==> config.mk <==
export PLATFORM = sky130hd
export DESIGN_NAME = alu_control_unit_flat
export DESIGN_NICKNAME = d
export VERILOG_FILES = /design/src/rtl/alu_control_unit_if.sv /design/src/rtl/alu_control_unit.sv /design/src/flat_wrapper.sv
export SDC_FILE = /design/constraint.sdc
export NUM_CORES = 1
export LEC_CHECK = 0
export CORE_AREA = 2 2 39 41
export DETAILED_ROUTE_END_ITERATION = 8
export DIE_AREA = 0 0 41 43
export GPL_TIMING_DRIVEN = 1
export PLACE_DENSITY = 0.41
export SYNTH_ARGS = -nofsm -noshare
export SYNTH_HDL_FRONTEND = slang
export SYNTH_SLANG_ARGS = --single-unit
==> constraint.sdc <==
create_clock -name clk -period 2.28 [get_ports clk]
set_input_delay 0.342 -clock clk [delete_from_list [all_inputs] [get_ports clk]]
set_output_delay 0.342 -clock clk [all_outputs]
set_load 0.03 [all_outputs]
==> src/rtl/alu_control_unit_if.sv <==
// Bundle between the main controller and the ALU control unit.
// Optional flag: ALU_CTRL_ILLEGAL_EN adds the registered illegal-code output.
interface alu_control_unit_if;
    logic       en;
    logic [1:0] aluControlOp;
    logic [3:0] functionCode;
    logic [2:0] aluOp;
`ifdef ALU_CTRL_ILLEGAL_EN
    logic       illegal;

    modport master (output en, aluControlOp, functionCode, input aluOp, illegal);
    modport slave  (input en, aluControlOp, functionCode, output aluOp, illegal);
`else
    modport master (output en, aluControlOp, functionCode, input aluOp);
    modport slave  (input en, aluControlOp, functionCode, output aluOp);
`endif
endinterface

==> src/rtl/alu_control_unit.sv <==
// Decodes controller class + function code into a registered 3-bit ALU select.
// Optional flag: ALU_CTRL_ILLEGAL_EN adds a registered flag for undefined codes.
module alu_control_unit (
    input  logic              clk,
    input  logic              reset,
    alu_control_unit_if.slave bus
);

    typedef enum logic [2:0] {
        OP_ADD = 3'b000,
        OP_SUB = 3'b001,
        OP_AND = 3'b010,
        OP_OR  = 3'b011,
        OP_SHL = 3'b100,
        OP_SHR = 3'b101,
        OP_ROL = 3'b110,
        OP_ROR = 3'b111
    } alu_op_t;

    alu_op_t nextOp;
    logic    nextIllegal;

    // Register and immediate classes share one table; undefined codes fall back to ADD.
    always_comb begin
        nextOp      = OP_ADD;
        nextIllegal = 1'b0;
        unique case (bus.aluControlOp)
            2'b01: nextOp = OP_ADD;
            2'b10: nextOp = OP_SUB;
            default: begin
                unique case (bus.functionCode)
                    4'b0001: nextOp = OP_ADD;
                    4'b0010: nextOp = OP_SUB;
                    4'b0100: nextOp = OP_AND;
                    4'b1000: nextOp = OP_OR;
                    4'b0101: nextOp = OP_SHL;
                    4'b0110: nextOp = OP_SHR;
                    4'b1001: nextOp = OP_ROL;
                    4'b1010: nextOp = OP_ROR;
                    default: begin
                        nextOp      = OP_ADD;
                        nextIllegal = 1'b1;
                    end
                endcase
            end
        endcase
    end

    always_ff @(posedge clk) begin
        if (reset) begin
            bus.aluOp <= OP_ADD;
        end else if (bus.en) begin
            bus.aluOp <= nextOp;
        end
    end

`ifdef ALU_CTRL_ILLEGAL_EN
    always_ff @(posedge clk) begin
        if (reset) begin
            bus.illegal <= 1'b0;
        end else if (bus.en) begin
            bus.illegal <= nextIllegal;
        end
    end
`else
    logic unusedIllegal;
    assign unusedIllegal = nextIllegal;
`endif

endmodule

==> src/flat_wrapper.sv <==
// flat-port wrapper written by rule: the top's interface ports become plain ports
module alu_control_unit_flat 
  (clk, reset, bus_en, bus_aluControlOp, bus_functionCode, bus_aluOp);
  alu_control_unit_if bus_i ();
  input  logic clk;
  input  logic reset;
  input wire logic [$bits(bus_i.en)-1:0] bus_en;
  input wire logic [$bits(bus_i.aluControlOp)-1:0] bus_aluControlOp;
  input wire logic [$bits(bus_i.functionCode)-1:0] bus_functionCode;
  output wire logic [$bits(bus_i.aluOp)-1:0] bus_aluOp;
  assign bus_i.en = bus_en;
  assign bus_i.aluControlOp = bus_aluControlOp;
  assign bus_i.functionCode = bus_functionCode;
  assign bus_aluOp = bus_i.aluOp;
  alu_control_unit u_core (.clk(clk), .reset(reset), .bus(bus_i));
endmodule
# Word-level counts from Yosys, hierarchy flattened
# Index checks and enable logic that the tools add are counted.
# totals
wordCells	12
register_bits	3
in_bits	9
output_inout_bits	3
# classes
n_eq_ne	9
muxes	2
# ops
op	n
case mux 3 bit (7 select lines)	1
equality test 4 x 3 -> 1 bit, second input constant	3
equality test 4 bit, second input constant	3
case mux 3 bit (2 select lines)	1
equality test 4 x 2 -> 1 bit, second input constant	1
equality test 2 x 1 -> 1 bit, second input constant	1
equality test 2 bit, second input constant	1

# Depth between registers and ports, before layout
# logic_depth
depth_word	3
depth_mapped	5
depth_no_buf	5

# Worst setup path after synthesis
# No wires, ideal clock.
# synth_path
path_kind	input port to flip-flop
startpoint	in bus_aluControlOp[0]
endpoint	reg u_core.bus.aluOp[0]
required_ns	2.189
arrival_time_ns	1.022
cell_stages	4
setup_ns	0.091
n_path_buf	0
slack_ns	1.167
path_cell_list	inv_1 -> ha_1 -> nand2b_1 -> a311oi_1
# synth_between
elab_chain_cells	2
elab_cells_between_ends	3
classes_between	eq/ne: 2; mux: 1
# synth_lines
element	line_no	source
from (decl)	flat_wrapper.sv:8	input wire logic [$bits(bus_i.aluControlOp)-1:0] bus_aluControlOp;
equality test 2 bit or equality test 2 x 1 -> 1 bit (tied branches)	alu_control_unit.sv:27	unique case (bus.aluControlOp)
case mux 3 bit (2 select lines) (*)	alu_control_unit.sv:27	
to (signal assigned)	alu_control_unit.sv:53	bus.aluOp <= nextOp;
to (decl)	alu_control_unit_if.sv:15	modport slave (input en, aluControlOp, functionCode, output aluOp);
# Mark *: on every way between the ends. The rest lies on a longest branch, timed or not.
# A chain may end at the register's enable or synchronous reset.

# Worst setup path after layout
# layout_path
startpoint	reg u_core.bus.aluOp[0]
endpoint	out bus_aluOp[0]
# layout_lines
element	line_no	source
to (decl)	flat_wrapper.sv:10	output wire logic [$bits(bus_i.aluOp)-1:0] bus_aluOp;
# No word-level cell between the ends.

==> metrics.json <==
{
  "run_status": "finished clean",
  "i_o_buffers": 11,
  "postRouteAntennaNets": 0,
  "average_vias_per_placed_instance": 4.11,
  "period_share_pct": 68.6,
  "synth_nets": 32,
  "tritoncts": "built",
  "finalHoldViolCount": 0,
  "cts_post_setup_buffers_inserted": 0,
  "critical_path.cell_chain": "clkdlybuf4s50_1",
  "grt_pass1_vias": 214,
  "critPathSlowestCell": "clkdlybuf4s50_1",
  "clock_tree.root_cell": "clkbuf_4",
  "reg.largest.list": "u_core.bus.aluOp (3)",
  "timing_worst_setup_path_type": "register to output port",
  "setup-violations-final": 0,
  "rsz_0062_raised_after_global_routing": "no",
  "synth_cells": 22,
  "layoutNonFillerInstCount": 53,
  "number_of_antenna_violations_at_the_first_check_in_global_routing": 0,
  "power.static_leakage_nw": 0.138,
  "num_io_pins": 12,
  "actual_transition_at_the_worst_max_transition_pin_ps": 299,
  "yosysWarnings": 0,
  "fin_worst_skew_ps": 0,
  "crit_end_category": "output port",
  "dpl.cell_count": 49,
  "clock_latency_ps": 230,
  "vdd_ir_drop_max_mv": 0.0796,
  "cts_buffer_depth": 2,
  "required_ps": 1940,
  "final_nets": 48,
  "timing.max_cap.violations": 0,
  "cts.htree.levels": 1,
  "avgSynthCellArea_um2": 8.59,
  "post-route-drc-count": 0,
  "biggest_area_contributors_in_the_synthesized_netlist": "dfxtp_1 (32%), xor2_1 (9.3%), ha_1 (6.6%), inv_1 (6.0%), nor2_1 (6.0%)",
  "maximum_number_of_pins_on_one_net_before_global_route_repair": 7,
  "critical-path-max-stage-delay_ps": 670,
  "post_cts_resized": 0,
  "yosys.area.top_type": "dfxtp_1",
  "largest_register_by_flop_count": "u_core.bus.aluOp",
  "timing_max_transition_violations_final": 0,
  "pwr_density_cell_mw_per_mm2": 563,
  "grt_first_pass_wirelength_um": 710,
  "layout.core_utilization_pct": 25.0,
  "hold_buffers": 0,
  "die_outline_area_mm2": 0.00176,
  "firstDrtPassIters": 3,
  "p_int_w": 0.000146,
  "num_antenna_cells": 0,
  "dieHeight_um": 43,
  "largest_register_ff_count": 3,
  "place.gp.congestion": 0.659,
  "slew_headroom_pct": 80.0,
  "power.share.combinational_pct": 22.6,
  "path_max_fanout": 2,
  "fin_worst_hold_slack_ps": 471,
  "globalRoute.totalOverflow": 0,
  "clk_pin_slew_worst_paths_ps": 40,
  "fillers": 154,
  "postLayoutSetupSlackWorst_ps": 717,
  "dp_worst_slack_ps": 645,
  "power_switching_w": 0.0000488,
  "cts_inserted_buffers": 3,
  "tritoncts_num_sinks": 3,
  "initial_utilization_pct": 13.7,
  "gr-usage-all-layers_pct": 6.11,
  "core-area_mm2": 0.00138,
  "power_frac_clock_pct": 48.3,
  "core.rowCount": 14,
  "synth.cell_area_um2": 189,
  "finalSetupTns_ps": 0,
  "synthDistinctLibCells": 14,
  "layout_area_growth_over_synthesis_pct": 82.8,
  "drt_first_iter_violations": 4,
  "wire_length_per_cell_after_detailed_routing_um": 7.94,
  "worstHoldPathType": "register to register",
  "die_w_um": 41,
  "clock.fmax_mhz": 640,
  "proportion_of_layout_cells_with_a_drive_suffix_above_1_pct": 8.11,
  "routed_wl_um": 421,
  "proportion_of_netlist_area_held_by_the_largest_area_contributor_pct": 31.8,
  "switching_share_pct": 25.1,
  "detailed_place_hpwl_um": 350,
  "critical_path_buf_inv_count": 1,
  "number_of_storage_elements_in_the_synthesis_netlist": 3,
  "crit_arrival_ps": 1220,
  "share_seq_of_total_power_pct": 29.1,
  "fin_crit_ps": 1560,
  "cp-start-kind": "register",
  "route.vias.total": 218,
  "critical-path-top-delay-family": "buffers and inverters",
  "seq_total_area_yosys_pct": 31.8
}
[area by class of cell]
cell class | count | area (um^2) | area share (%)
clock buffer | 4 | 26.3 | 7.61
timing repair buffer | 11 | 110 | 31.9
tap | 16 | 20.0 | 5.80
sequential | 3 | 60.1 | 17.4
inverter | 3 | 11.3 | 3.26
multi-input combinational | 16 | 118 | 34.1
[per-layer routing]
layer	track usage, %	vias up	wire length, um
met2	8.75	8	199
met5	0	-	0
met3	0	0	42
li1	-	112	-
met1	6.71	98	179
met4	8.00	0	0
[cell usage after synthesis, drive strengths merged]
cell     n
a22o     1
nor2     3
nor3b    1
nand2b   1
nand2    2
xor2     2
a311oi   1
inv      3
nor4b    1
ha       1
dfxtp    3
a311o    1
o2111ai  1
a32o     1
[power by group through the flow]
stage	Clock, W	Combinational (W)	Sequential (W)
floorplan	0	0.0000140	0.0000625
global placement	0	0.0000443	0.0000573
detailed placement	0	0.0000443	0.0000576
CTS	0.0000993	0.0000444	0.0000567
global route	0.0000999	0.0000487	0.0000568
finish	0.0000940	0.0000439	0.0000566
[placed cells by master (no fill, tap or decap), drive strengths merged]
cell / instances
clkdlybuf4s50: 11
nor4b: 1
ha: 1
nand2: 2
inv: 3
a311oi: 1
nor2: 3
nor3b: 1
xor2: 2
nand2b: 1
a32o: 1
dfxtp: 3
o2111ai: 1
a22o: 1
a311o: 1
clkbuf: 4
[kinds of logic (layout without fill, tap and decap cells)]
| logic type | Yosys count | in the layout | synth area share (%) |
|---|---|---|---|
| adder cells (fa/ha/maj) | 1 | 1 | 6.62 |
| buffers and inverters | 3 | 18 | 5.96 |
| AND/OR/NAND/NOR | 8 | 8 | 21.9 |
| flip-flops | 3 | 3 | 31.8 |
| AO/OA/AOI/OAI | 5 | 5 | 24.5 |
| XOR/XNOR | 2 | 2 | 9.27 |
[metrics by stage]
| step | cell area, um^2 | power, W |
|---|---|---|
| 2_1_floorplan | 189 | 0.0000764 |
| 3_3_place_gp | 319 | 0.000102 |
| 3_5_place_dp | 319 | 0.000102 |
| 4_1_cts | 345 | 0.000200 |
| 5_1_grt | 345 | 0.000205 |
| 6_report | 345 | 0.000195 |
[path summary, 6_finish.rpt]
check	cells past startpoint	startpoint	slack, ps	endpoint
setup / recovery	1	u_core.bus.aluOp[0]	720	bus_aluOp[0]
hold / removal	1	u_core.bus.aluOp[2]	470	u_core.bus.aluOp[2]
setup reg to reg	2	u_core.bus.aluOp[0]	1610	u_core.bus.aluOp[0]
hold reg to reg	1	u_core.bus.aluOp[2]	470	u_core.bus.aluOp[2]
No activity file was read; power rests on OpenSTA's default activity.
